<file path="src/rtl/seg7_bcd_scanner.sv">
// rtl/seg7_bcd_scanner.sv - BCD up/down counter time-multiplexed onto a common-segment 7-segment display
module seg7_bcd_scanner #(
  parameter int DIGITS           = 4,
  parameter int TICK_CYCLES      = 24_000_000,
  parameter int SCAN_CYCLES      = 120_000,
  parameter int BLANK_CYCLES     = 1_200,
  parameter bit LZ_BLANK         = 1'b1,
  parameter bit ANODE_ACTIVE_LOW = 1'b1,
  parameter bit SEG_ACTIVE_LOW   = 1'b0
) (
  input  logic                clk,
  input  logic                user_btn,
  input  logic                count_en,
  input  logic                up_down,
  input  logic                clear,
  output logic [DIGITS-1:0]   anode,
  output logic [6:0]          seg,
  output logic                wrap,
  output logic [4*DIGITS-1:0] value
);

  localparam int PW = (TICK_CYCLES > 1) ? $clog2(TICK_CYCLES) : 1;
  localparam int TW = $clog2(SCAN_CYCLES);
  localparam int IW = (DIGITS > 1) ? $clog2(DIGITS) : 1;
  localparam logic [PW-1:0] PRESC_LAST = PW'(TICK_CYCLES - 1);
  localparam logic [TW-1:0] T_BLANK_LAST = TW'(BLANK_CYCLES - 1);
  localparam logic [TW-1:0] T_SCAN_LAST = TW'(SCAN_CYCLES - 1);
  localparam logic [IW-1:0] IDX_LAST = IW'(DIGITS - 1);

  typedef enum logic {S_BLANK, S_SHOW} scan_state_t;

  logic [PW-1:0]       r_presc;
  logic [4*DIGITS-1:0] r_value;
  logic [4*DIGITS-1:0] w_value_next;
  logic                r_wrap;
  logic                w_step;
  logic                w_carry;

  scan_state_t         r_state, w_state_next;
  logic [TW-1:0]       r_t, w_t_next;
  logic [IW-1:0]       r_idx, w_idx_next;
  logic [DIGITS-1:0]   r_anode, w_anode_next;
  logic [6:0]          r_seg, w_seg_next;
  logic [DIGITS-1:0]   w_lz;
  logic [3:0]          w_digit;
  logic                w_blank;

  function automatic logic [6:0] decode(input logic [3:0] d);
    case (d)
      4'd0:    decode = 7'b1111110;
      4'd1:    decode = 7'b0110000;
      4'd2:    decode = 7'b1101101;
      4'd3:    decode = 7'b1111001;
      4'd4:    decode = 7'b0110011;
      4'd5:    decode = 7'b1011011;
      4'd6:    decode = 7'b1011111;
      4'd7:    decode = 7'b1110000;
      4'd8:    decode = 7'b1111111;
      4'd9:    decode = 7'b1111011;
      default: decode = 7'b0000000;
    endcase
  endfunction

  assign w_step = count_en && (r_presc == PRESC_LAST);

  // w_carry doubles as borrow when counting down; it survives the loop only on full wrap.
  always_comb begin
    w_value_next = r_value;
    w_carry      = 1'b1;
    for (int i = 0; i < DIGITS; i++) begin
      if (w_carry) begin
        if (up_down) begin
          if (r_value[4*i +: 4] == 4'd9) begin
            w_value_next[4*i +: 4] = 4'd0;
          end else begin
            w_value_next[4*i +: 4] = r_value[4*i +: 4] + 4'd1;
            w_carry = 1'b0;
          end
        end else begin
          if (r_value[4*i +: 4] == 4'd0) begin
            w_value_next[4*i +: 4] = 4'd9;
          end else begin
            w_value_next[4*i +: 4] = r_value[4*i +: 4] - 4'd1;
            w_carry = 1'b0;
          end
        end
      end
    end
  end

  always_ff @(posedge clk or negedge user_btn) begin
    if (!user_btn) begin
      r_presc <= '0;
      r_value <= '0;
      r_wrap  <= 1'b0;
    end else if (clear) begin
      r_presc <= '0;
      r_value <= '0;
      r_wrap  <= 1'b0;
    end else begin
      r_wrap <= w_step && w_carry;
      if (count_en) begin
        r_presc <= (r_presc == PRESC_LAST) ? '0 : r_presc + 1'b1;
      end
      if (w_step) begin
        r_value <= w_value_next;
      end
    end
  end

  // w_lz[i] is set when digit i and every digit above it are zero.
  always_comb begin
    w_lz = '0;
    w_lz[DIGITS-1] = (r_value[4*DIGITS-1 -: 4] == 4'd0);
    for (int i = DIGITS - 2; i >= 0; i--) begin
      w_lz[i] = w_lz[i+1] && (r_value[4*i +: 4] == 4'd0);
    end
  end

  always_comb begin
    w_digit = 4'd0;
    w_blank = 1'b0;
    for (int i = 0; i < DIGITS; i++) begin
      if (r_idx == IW'(i)) begin
        w_digit = r_value[4*i +: 4];
        w_blank = LZ_BLANK && (i > 0) && w_lz[i];
      end
    end
  end

  always_comb begin
    w_state_next = r_state;
    w_t_next     = r_t + 1'b1;
    w_idx_next   = r_idx;
    w_anode_next = r_anode;
    w_seg_next   = r_seg;
    case (r_state)
      S_BLANK: begin
        if (r_t == T_BLANK_LAST) begin
          w_state_next = S_SHOW;
          if (!w_blank) begin
            w_anode_next = DIGITS'(1) << r_idx;
            w_seg_next   = decode(w_digit);
          end
        end
      end
      S_SHOW: begin
        if (r_t == T_SCAN_LAST) begin
          w_state_next = S_BLANK;
          w_t_next     = '0;
          w_idx_next   = (r_idx == IDX_LAST) ? '0 : r_idx + 1'b1;
          w_anode_next = '0;
          w_seg_next   = '0;
        end
      end
      default: begin
        w_state_next = S_BLANK;
      end
    endcase
  end

  always_ff @(posedge clk or negedge user_btn) begin
    if (!user_btn) begin
      r_state <= S_BLANK;
      r_t     <= '0;
      r_idx   <= '0;
      r_anode <= '0;
      r_seg   <= '0;
    end else begin
      r_state <= w_state_next;
      r_t     <= w_t_next;
      r_idx   <= w_idx_next;
      r_anode <= w_anode_next;
      r_seg   <= w_seg_next;
    end
  end

  assign anode = ANODE_ACTIVE_LOW ? ~r_anode : r_anode;
  assign seg   = SEG_ACTIVE_LOW ? ~r_seg : r_seg;
  assign wrap  = r_wrap;
  assign value = r_value;

endmodule
</file>
<file path="config.mk">
export PLATFORM = sky130hd
export DESIGN_NAME = seg7_bcd_scanner
export DESIGN_NICKNAME = d
export VERILOG_FILES = /design/src/rtl/seg7_bcd_scanner.sv
export SDC_FILE = /design/constraint.sdc
export NUM_CORES = 1
export LEC_CHECK = 0
export ABC_AREA = 0
export CAP_MARGIN = 20
export CORE_ASPECT_RATIO = 0.75
export CORE_MARGIN = 4
export CORE_UTILIZATION = 23
export DETAILED_ROUTE_END_ITERATION = 10
export PLACE_DENSITY_LB_ADDON = 0.3
export SYNTH_ARGS = -nofsm -noshare
export SYNTH_HDL_FRONTEND = slang
export SYNTH_SLANG_ARGS = --single-unit
export TNS_END_PERCENT = 5
</file>
<file path="constraint.sdc">
create_clock -name clk -period 2.6 [get_ports clk]
set_input_delay 0.26 -clock clk [delete_from_list [all_inputs] [get_ports clk]]
set_output_delay 0.26 -clock clk [all_outputs]
set_load 0.02 [all_outputs]
</file>
==> results of run 1 <==
per-stage QoR:
| stage | instance area (sq um) | total power (uW) | hold slack, ps |
|---|---|---|---|
| global placement | 5149 | 1259 | 260.8 |
| CTS | 5404 | 2361 | 438.5 |
| global route | 5413 | 2428 | 478.3 |
| finish | 5413 | 2317 | 421.7 |
| floorplan | 4481 | 1209 | -35.59 |
| detailed placement | 5149 | 1262 | 261.2 |
area by class of cell:
| cell class | instances | area (sq um) |
|---|---|---|
| clock buffer | 13 | 240.2 |
| clock inverter | 1 | 5.005 |
| fill | 1962 | 13420 |
| inverter | 20 | 75.07 |
| multi-input combinational | 379 | 2449 |
| sequential | 73 | 1827 |
| tap | 247 | 309.0 |
| timing repair buffer | 57 | 508.0 |
registers in the layout, summed over array words and instances, names as in the netlist:
signal	flops
r_presc	25
r_t	17
value	16
seg	7
r_anode	4
r_idx	2
r_state	1
wrap	1
logic make-up (layout without fill, tap and decap cells):
| kind of cell | Yosys count | after routing | share of synthesized area |
|---|---|---|---|
| DFF | 73 | 73 | 0.4077 |
| AOI/OAI and AO/OA | 109 | 109 | 0.1639 |
| buffers and inverters | 55 | 91 | 0.04775 |
| muxes | 7 | 7 | 0.01564 |
| adders and majority gates | 11 | 11 | 0.03072 |
| xor gates and xnor gates | 39 | 39 | 0.07624 |
| and+or+nand+nor | 213 | 213 | 0.2580 |
synth_stat cells, drive strengths merged (7+ instances only):
cell type | number | area, sq um
nand3 | 30 | 155.1
xnor2 | 24 | 210.2
a211oi | 7 | 52.55
clkbuf | 27 | 101.4
nor3 | 20 | 100.1
or3 | 8 | 50.05
buf | 8 | 37.54
nand2 | 28 | 105.1
xor2 | 15 | 131.4
nor4 | 11 | 90.08
nor2 | 55 | 206.5
and4 | 8 | 70.07
ha | 11 | 137.6
inv | 20 | 75.07
and3 | 9 | 56.30
o21ai | 30 | 150.1
dfrtp | 73 | 1827
mux2i | 7 | 70.07
a21oi | 24 | 120.1
report_power, final:
part | switching [uW] | internal (uW)
combinational | 65.4 | 31.5
sequential | 3.76 | 1140
clock | 442 | 634
total | 512 | 1810
layer usage:
layer  part of all wire  track usage  vias to the layer above
met5                  0            0                        -
met4              0.013      0.03029                        0
met3              0.061      0.04085                       10
met2               0.42       0.1597                       87
met1               0.51       0.1553                     1851
li1                   -            -                     1894
how the worst max path moves through the flow:
stage / depth (start not counted) / start / endpoint
4_1_cts: 6 / r_presc[0] / value[13]
6_report: 6 / r_presc[0] / value[13]
2_1_floorplan: 10 / r_idx[0] / seg[2]
3_5_place_dp: 6 / up_down / value[13]
3_3_place_gp: 6 / up_down / value[13]
5_1_grt: 6 / r_presc[0] / value[13]
what timing repair did:
action                                  4_1_cts  5_1_grt
endpoints found under the setup margin        0        2
hold endpoints to repair                     34        0
hold buffers                                  1        0
resized for setup                             0        2
==> flow_metrics.tcl, run 1 <==
set metrics [dict create \
    cts_buffers 9 \
    critical_path_class "reg -> reg" \
    grt.overflow.total 0 \
    worst_pin_slew_ps 724.8 \
    port_buffers 32 \
    die_w_um 169.2 \
    finalCriticalPeriod_ps 2439 \
    worstSkewPairLatency_ps 340 \
    rows 43 \
    setup_slack_ps 161.5 \
    crit_required_ps 2860 \
    cpLargestDelayFamily "simple AND/OR/NAND/NOR gates" \
    finClkSkew_ps 5.739 \
    pre_cts_slack_ps 193.4 \
    hold_viol_final 0 \
    critical_path_buf_inv_count 0 \
    num_vias 3842 \
    grt_start_max_net_pins 37 \
    syn_area_per_cell_sq_um 8.837 \
    final_common_cell "dfrtp_1" \
    antenna_found_initial 0 \
    yosys_most_used_dff "dfrtp_1" \
    drive_gt1_frac 0.08287 \
    gp_congestion 0.8745 \
    layoutNonFillerInstCount 790 \
    fin_util 0.2874 \
    r2r_cells 6 \
    yosysWarnings 0 \
    r2r_start "r_presc[0]" \
    relSlewSlack 0.5168 \
    dp_cells 775 \
    async_flop_share 1.000 \
    drt-total-wl_um 11480 \
    avgViaCountPerCell 4.863 \
    grt_use_total 0.1105 \
    synthesis.nets 523 \
    fin_crit_sh 0.9379 \
    drcViolationCount 0 \
    finalSetupTns_ps 0 \
    crit_path_end_kind "register" \
    synth_edf_count 0 \
    syn_inst 507 \
    final_nets 556 \
    first_iter_violations 296 \
    cap_violations 0 \
    cts_max_path_buffers 2 \
    syn_to_final_growth_pct 20.80 \
    synth_area_sq_um 4481 \
    worst_setup_path_start_kind "register" \
    ys_seq_area_frac 0.4077 \
    cp_max_fo 7 \
    ir_drop_v 0.0001853 \
    cts_num_sinks 73 \
    worst-r2r-setup-slack_ps 160 \
    status "finished, final reports clean" \
    htree_levels 3 \
    hp-class "in -> async" \
    grt_pass1_wl_um 19500 \
    cp.arrival_ps 2700 \
    antenna_cells 0 \
    clockRootBuffer "clkbuf_16" \
    leakagePower_uw 0.002093 \
    firstDrtPassIters 4 \
    ys_ff_latch 73 \
    rsz0062_at_grt "no" \
    setup-violations-final 0 \
    grt_pass1_vias 3736 \
    path_cells "ha_1, nor4b_1, and4_1, nand3_1, or4_1, a21oi_1" \
    dieArea_sq_um 21800 \
    crit_path_top_delay_cell "or4_1" \
    routedWlPerCell_um 14.53 \
    worstReg2RegEnd "value[13]" \
    core-area_sq_um 18830 \
    critPathMaxStageDelay_ps 530 \
    place_hpwl_um 8444 \
    antenna_left 0 \
    max_freq_mhz 410.1 \
    maxSlewViolCount 0 \
    die_h_um 128.9 \
    mostFrequentLayoutCells "dfrtp_1 (73), nor2_1 (55), clkdlybuf4s50_1 (31)" \
    io_pins 33 \
    powerDensity_nw_per_um2 428.1 \
    cts_tree "done" \
    clk_pin_slew_ps 50 \
    start_util 0.2379 \
    cts_setup_buffers 0 \
    synth_cell_types 62 \
]
No activity file was read; power rests on OpenSTA's default activity.
==> run 2, diff against run 1 <==
- ABC_CLOCK_PERIOD_IN_PS: not set -> 2600
- CORE_ASPECT_RATIO: 0.75 -> 0.9
- TNS_END_PERCENT: 5 -> 30
==> run 2 against run 1 <==
Effect of this change: sequential share of layout area is 0.12 points lower; worst hold slack worse by 370 ps; combinational power fell by 4.2%; worst setup slack better by 35 ps; cell count shrank 0.38%; largest cell class unchanged; register-to-register slack improved by 30 ps.
==> flow_metrics.tcl, run 2 (synthesis results as in run 1) <==
set metrics [dict create \
    status "finished, final reports clean" \
    start_util 0.2339 \
    grt_pass1_vias 3622 \
    avgViaCountPerCell 4.826 \
    final_nets 549 \
    regMostFlops "r_presc" \
    num-fill-cells 1983 \
    wl_met3_um 407 \
    antenna_cells 0 \
    hp-class "in -> async" \
    cp.arrival_ps 2660 \
    finClkSkew_ps 8.275 \
    setup-violations-final 0 \
    first_iter_violations 238 \
    rows 48 \
    cap_violations 0 \
    whs_ps 51.93 \
    drive_gt1_frac 0.08194 \
    crit_path_end_kind "register" \
    drcViolationCount 0 \
    max_freq_mhz 416.0 \
    dp_cells 772 \
    cts_buffers 9 \
    maxSlewViolCount 0 \
    cts_max_path_buffers 2 \
    syn_to_final_growth_pct 21.22 \
    relSlewSlack 0.3530 \
    worstSkewPairLatency_ps 350 \
    cts_tree "done" \
    wl_met2_um 5259 \
    grt_use_total 0.1075 \
    routedWlPerCell_um 14.41 \
    crit_required_ps 2860 \
    place_hpwl_um 7986 \
    leakagePower_uw 0.002095 \
    cp_max_fo 7 \
    worst_pin_slew_ps 970.6 \
    clockRootBuffer "clkbuf_16" \
    fin_util 0.2835 \
    finalSetupTns_ps 0 \
    antenna_left 0 \
    powerDensity_nw_per_um2 469.5 \
    largest_reg_flops 25 \
    cts_resized 0 \
    firstDrtPassIters 4 \
    layoutNonFillerInstCount 787 \
    grt.overflow.total 0 \
    num_vias 3798 \
    worst_setup_path_start_kind "register" \
    io_pins 33 \
    grt_start_max_net_pins 74 \
    wl_met1_um 5401 \
    drt-total-wl_um 11340 \
    antenna_found_initial 0 \
    final_common_cell "dfrtp_1" \
    gp_congestion 0.8529 \
    cts_setup_buffers 0 \
    grt_pass1_wl_um 18980 \
    rsz0062_at_grt "no" \
    highest_layer "met4" \
    die_w_um 155.1 \
    postCtsHoldBufs 0 \
    fin_crit_sh 0.9246 \
    dieArea_sq_um 21780 \
    critical_path_class "reg -> reg" \
    core-area_sq_um 19160 \
    port_buffers 32 \
    die_h_um 140.4 \
    hold_viol_final 0 \
    clk_pin_slew_ps 60 \
    ir_drop_v 0.0001869 \
    mostFrequentLayoutCells "dfrtp_1 (73), nor2_1 (55), clkdlybuf4s50_1 (31)" \
    finalCriticalPeriod_ps 2404 \
    htree_levels 3 \
    cts_num_sinks 73 \
]
[run 2: cell count changes in the layout (fill, tap and decap cells not counted)]
cell and change:
buf_4 -6, clkbuf_1 -4, clkbuf_8 +4, bufinv_16 +1
dlygate4sd3_1 -1
[run 2: through the flow]
| step | power (uW) | worst slack (ps) | instance area, sq um |
|---|---|---|---|
| CTS | 2596 | 157.6 | 5423 |
| floorplan | 1209 | 207.4 | 4481 |
| finish | 2550 | 196.1 | 5431 |
| global route | 2647 | 1.251 | 5431 |
| detailed placement | 1259 | 162.2 | 5107 |
| global placement | 1256 | 255.7 | 5107 |
[run 2: layout make-up]
| class | instances | area, sq um | share of cell area |
|---|---|---|---|
| clock inverter | 2 | 35.03 | 0.006450 |
| inverter | 20 | 75.07 | 0.01382 |
| timing repair buffer | 50 | 452.9 | 0.08339 |
| sequential | 73 | 1827 | 0.3363 |
| tap | 250 | 312.8 | 0.05759 |
| multi-input combinational | 379 | 2449 | 0.4508 |
| clock buffer | 13 | 280.3 | 0.05160 |
[run 2: layer usage]
metal / vias to the layer above / track usage
met5: - / 0
met4: 0 / 0.05204
met3: 16 / 0.02379
met2: 51 / 0.1638
met1: 1843 / 0.1440
li1: 1888 / -
[run 2: critical path, stage by stage, from the launching register on]
cell	delay (ps)
dfrtp_1	420
ha_1	230
nor4b_1	400
and4_1	320
nand3_1	240
or4_1	530
a21oi_1	180
[run 2: path summary, 6_finish.rpt]
path / depth (start not counted) / end / from / slack (ps)
worst max-delay path: 6 / value[13] / r_presc[0] / 200
worst min-delay path: 1 / r_presc[0] / user_btn / 50
worst max register to register: 6 / value[13] / r_presc[0] / 200
worst min register to register: 1 / r_t[0] / r_t[0] / 470
max in group asynchronous: 1 / seg[3] / user_btn / 1900
min in group clk: 1 / r_t[0] / r_t[0] / 470
[run 2: power breakdown]
group	total (uW)	leakage (uW)	switching (uW)	internal (uW)
registers	1140	0.00100	4.04	1140
logic	92.8	0.000933	64.3	28.5
clock network	1310	0.000158	473	840
==> run 3, diff against run 2 <==
- SLEW_MARGIN: not set -> 5
==> results of run 3 <==
The final DEF is identical to that of run 2; final timing and power are the same.
==> variant 1: new RTL, flow settings as in run 3 <==
Put a register stage on the outputs `anode` and `seg`, cleared by the reset. The values now appear one clock later. The other outputs are not delayed to match.
--- a/src/rtl/seg7_bcd_scanner.sv
+++ b/src/rtl/seg7_bcd_scanner.sv
@@ -176,6 +176,13 @@
   end
 
-  assign anode = ANODE_ACTIVE_LOW ? ~r_anode : r_anode;
-  assign seg   = SEG_ACTIVE_LOW ? ~r_seg : r_seg;
+  always_ff @(posedge clk or negedge user_btn) begin
+    if (!user_btn) begin
+      anode <= '0;
+      seg   <= '0;
+    end else begin
+      anode <= ANODE_ACTIVE_LOW ? ~r_anode : r_anode;
+      seg   <= SEG_ACTIVE_LOW ? ~r_seg : r_seg;
+    end
+  end
   assign wrap  = r_wrap;
   assign value = r_value;
Check against the original RTL: not equivalent (Yosys sat finds a counterexample within 4 cycles, from zero or initial values).
==> variant 1 against run 3 <==
- first-iteration DRC count up 9.7%
- worst setup slack better by 130 ps
- critical path depth unchanged
- total power up 7.8%
- global-route usage down 0.54 points
- sequential cell count up 11
- clock power about the same
- clock skew up 1.2 ps
- area after synthesis up 7.8%
- routed wire length up 4.5%
- final area up 8.7%
- synthesized cell count up 3.6%
- hold slack better by 320 ps
- count of clock-buffer cells in the layout down 3
- critical path type unchanged
- critical endpoint is now r_seg[2]$_DFFE_PN0P_
==> variant 1: results (changes against run 3) <==
wl_met1_um: 5810  # +7.6%
met2_usage_pct: 15.9  # -0.49 points
syn_nets: 541  # +3.4%
synthTopCellsByCount: "dfrtp_1, nor2_1, nand2_1"
worstHoldPathType: "flop to flop"
worstPathArrival_ps: 2500  # -160 ps
cts-hold-fix-buffers: 1  # +1
outcome: "complete, no violations"
gr-usage-met1_pct: 14.4  # +0.027 points
drt_iter0_markers: 261  # +9.7%
peakVddDrop_v: 0.000316  # +69%
synthDistinctLibCells: 59  # -4.8%
synth_mux_area_share_pct: 2.62  # +1.1 points
synthXorXnorAreaFrac_pct: 7.44  # -0.19 points
grt_pass1_wl_um: 20100  # +5.9%
grt_use_total_pct: 10.2  # -0.54 points
drt_wl_total_um: 11800  # +4.5%
slew_headroom_pct: 57.7  # +22 points
reg2reg_to: "r_seg[2]$_DFFE_PN0P_"
yosys-top-cells-area: "dfrtp_1, nor2_1, xnor2_1"
n_fill_cell: 2191  # +10%
drive_gt1_share_pct: 10.4  # +2.2 points
place_congestion: 0.777  # -8.9%
yosysSeqAreaShare_pct: 43.5  # +2.8 points
critPathMaxFanout: 13  # +6
synth_compound_area_share_pct: 15.4  # -1.0 points
finClkSkew_ps: 9.45  # +1.17 ps
rrSetupSlack_ps: 320  # +130 ps
met3WireLength_um: 531  # +30%
synth_fa_ha_area_share_pct: 2.85  # -0.22 points
first_pass_iters: 5  # +1
vias: 4046  # +6.5%
route.met2.wl_um: 5380  # +2.3%
nNetsFinal: 580  # +5.6%
leakagePower_nw: 2.38  # +13%
==> variant 1: cell types whose count changed after synthesis, sizes merged, moves of 4 or more <==
cell / run 3 / this run
dfrtp: 73 / 84
nand3: 30 / 21
nand2: 28 / 36
nor2: 55 / 62
a22o: 6 / 0
clkbuf: 27 / 22
mux2: 0 / 5
nand4: 6 / 11
o21ai: 30 / 25
a211oi: 7 / 11
and3: 9 / 13
o211ai: 1 / 5
xor2: 15 / 19
==> variant 1: per-stage QoR <==
step / std cells / area (sq um) / utilization (%) / setup WS [ps] / power (mW)
floorplan: 525 / 4830 / - / 285 / 1.41
global placement: 838 / 5590 / 27.0 / 283 / 1.46
detailed placement: 838 / 5590 / 27.0 / 222 / 1.47
CTS: 855 / 5900 / 28.5 / 308 / 2.80
global route: 855 / 5900 / 28.5 / 129 / 2.87
finish: 855 / 5900 / 28.5 / 325 / 2.75
==> variant 1: power breakdown <==
| group | switching [mW] | internal [mW] |
|---|---|---|
| clock network | 0.554 | 0.752 |
| registers | 0.0109 | 1.31 |
| logic | 0.0761 | 0.0405 |
==> variant 1: worst max-delay path, stage by stage, from the launching register on <==
cell	delay (ps)
dfrtp_1	400
ha_1	460
buf_4	210
a211oi_1	60
a221oi_2	580
o21ai_0	180
mux2_2	280
==> variant 1: cell type report <==
type,count,area [sq um],area share [%]
Clock buffer,10,229,3.88
Clock inverter,6,70.1,1.19
Inverter,20,75.1,1.27
Multi-Input combinational cell,389,2520,42.8
Sequential cell,84,2100,35.6
Tap cell,286,358,6.06
Timing Repair Buffer,60,543,9.20
==> variant 1: cells by family after synthesis <==
kind of cell,after synthesis
buf+inv,52
simple gates,216
flops,84
fa+ha+maj,11
xor+xnor,41
mux,12
compound gates,109
==> variant 2: new RTL, flow settings as in run 3 <==
Without the edit above. The parameter `ANODE_ACTIVE_LOW` goes from 1'b1 to 1'b0.
--- a/src/rtl/seg7_bcd_scanner.sv
+++ b/src/rtl/seg7_bcd_scanner.sv
@@ -6,5 +6,5 @@
   parameter int BLANK_CYCLES     = 1_200,
   parameter bit LZ_BLANK         = 1'b1,
-  parameter bit ANODE_ACTIVE_LOW = 1'b1,
+  parameter bit ANODE_ACTIVE_LOW = 1'b0,
   parameter bit SEG_ACTIVE_LOW   = 1'b0
 ) (
Behaviour: not the same (Yosys sat finds a counterexample within 4 cycles, from zero or initial values).
==> variant 2 against run 3 <==
- final area is 6.3% higher
- count of clock-buffer cells in the layout down 2
- total power is 1.8% higher
- synthesized cell count rose by 3.7%
- sequential cell count is the same
- routed wire length up 7.9%
- worst setup slack worse by 90 ps
- area after synthesis rose by 3.4%
- critical endpoint is now seg[2]$_DFFE_PN0P_
- highest routed layer unchanged
==> variant 2: results (changes against run 3) <==
outcome: "complete, no violations"
postPlaceCellArea_sq_um: 5390  # +5.6%
first_global_vias: 3948  # +9.0%
vias: 4004  # +5.4%
worstPathArrival_ps: 2720  # +60 ps
wl_met1_um: 5800  # +7.4%
reg2reg_depth: 9  # +3
gr-usage-met3_pct: 2.82  # +0.44 points
grt_pass1_wl_um: 20200  # +6.4%
crit_end: "seg[2]$_DFFE_PN0P_"
dpl.cell_count: 806  # +4.4%
synthDistinctLibCells: 59  # -4.8%
place_congestion: 0.803  # -5.9%
met2_usage_pct: 17.6  # +1.2 points
pre_cts_ws_ps: 67.9  # -94.3 ps
drt_wl_total_um: 12200  # +7.9%
cpLargestDelayFamily: "compound AO/OA/AOI/OAI gates"
finClkSkew_ps: 8.79  # +0.518 ps
holdWs_ps: 347  # +295 ps
r2r_start: "r_idx[0]$_DFFE_PN0P_"
yosysSeqAreaShare_pct: 39.4  # -1.4 points
first_pass_iters: 5  # +1
power_density_nw_per_um2: 450  # -4.2%
synthTopCellsByCount: "dfrtp_1, nor2_1, clkbuf_1"
final_cells: 823  # +4.6%
leakagePower_nw: 2.31  # +10%
drt_iter0_markers: 292  # +23%
[variant 2: cell count changes in the layout (fill, tap and decap cells not counted), sizes merged, moves of 4 or more]
cell | before | now
nor4 | 11 | 6
o31ai | 1 | 5
a311oi | 4 | 0
inv | 20 | 15
nor2b | 4 | 14
o21ai | 30 | 24
mux2 | 0 | 7
buf | 19 | 40
nor2 | 55 | 60
[variant 2: cell type report]
class / count / area (sq um)
Clock buffer: 11 / 243
Clock inverter: 4 / 76.3
Fill cell: 2076 / 13700
Inverter: 14 / 52.6
Multi-Input combinational cell: 399 / 2620
Sequential cell: 73 / 1830
Tap cell: 250 / 313
Timing Repair Buffer: 72 / 641
[variant 2: cells by family after synthesis]
| family | after synthesis | synth area share [%] |
|---|---|---|
| mux | 12 | 3.02 |
| flops | 73 | 39.4 |
| compound gates | 101 | 15.2 |
| xor+xnor | 39 | 7.37 |
| fa+ha+maj | 11 | 2.97 |
| simple gates | 236 | 27.5 |
| buf+inv | 54 | 4.54 |
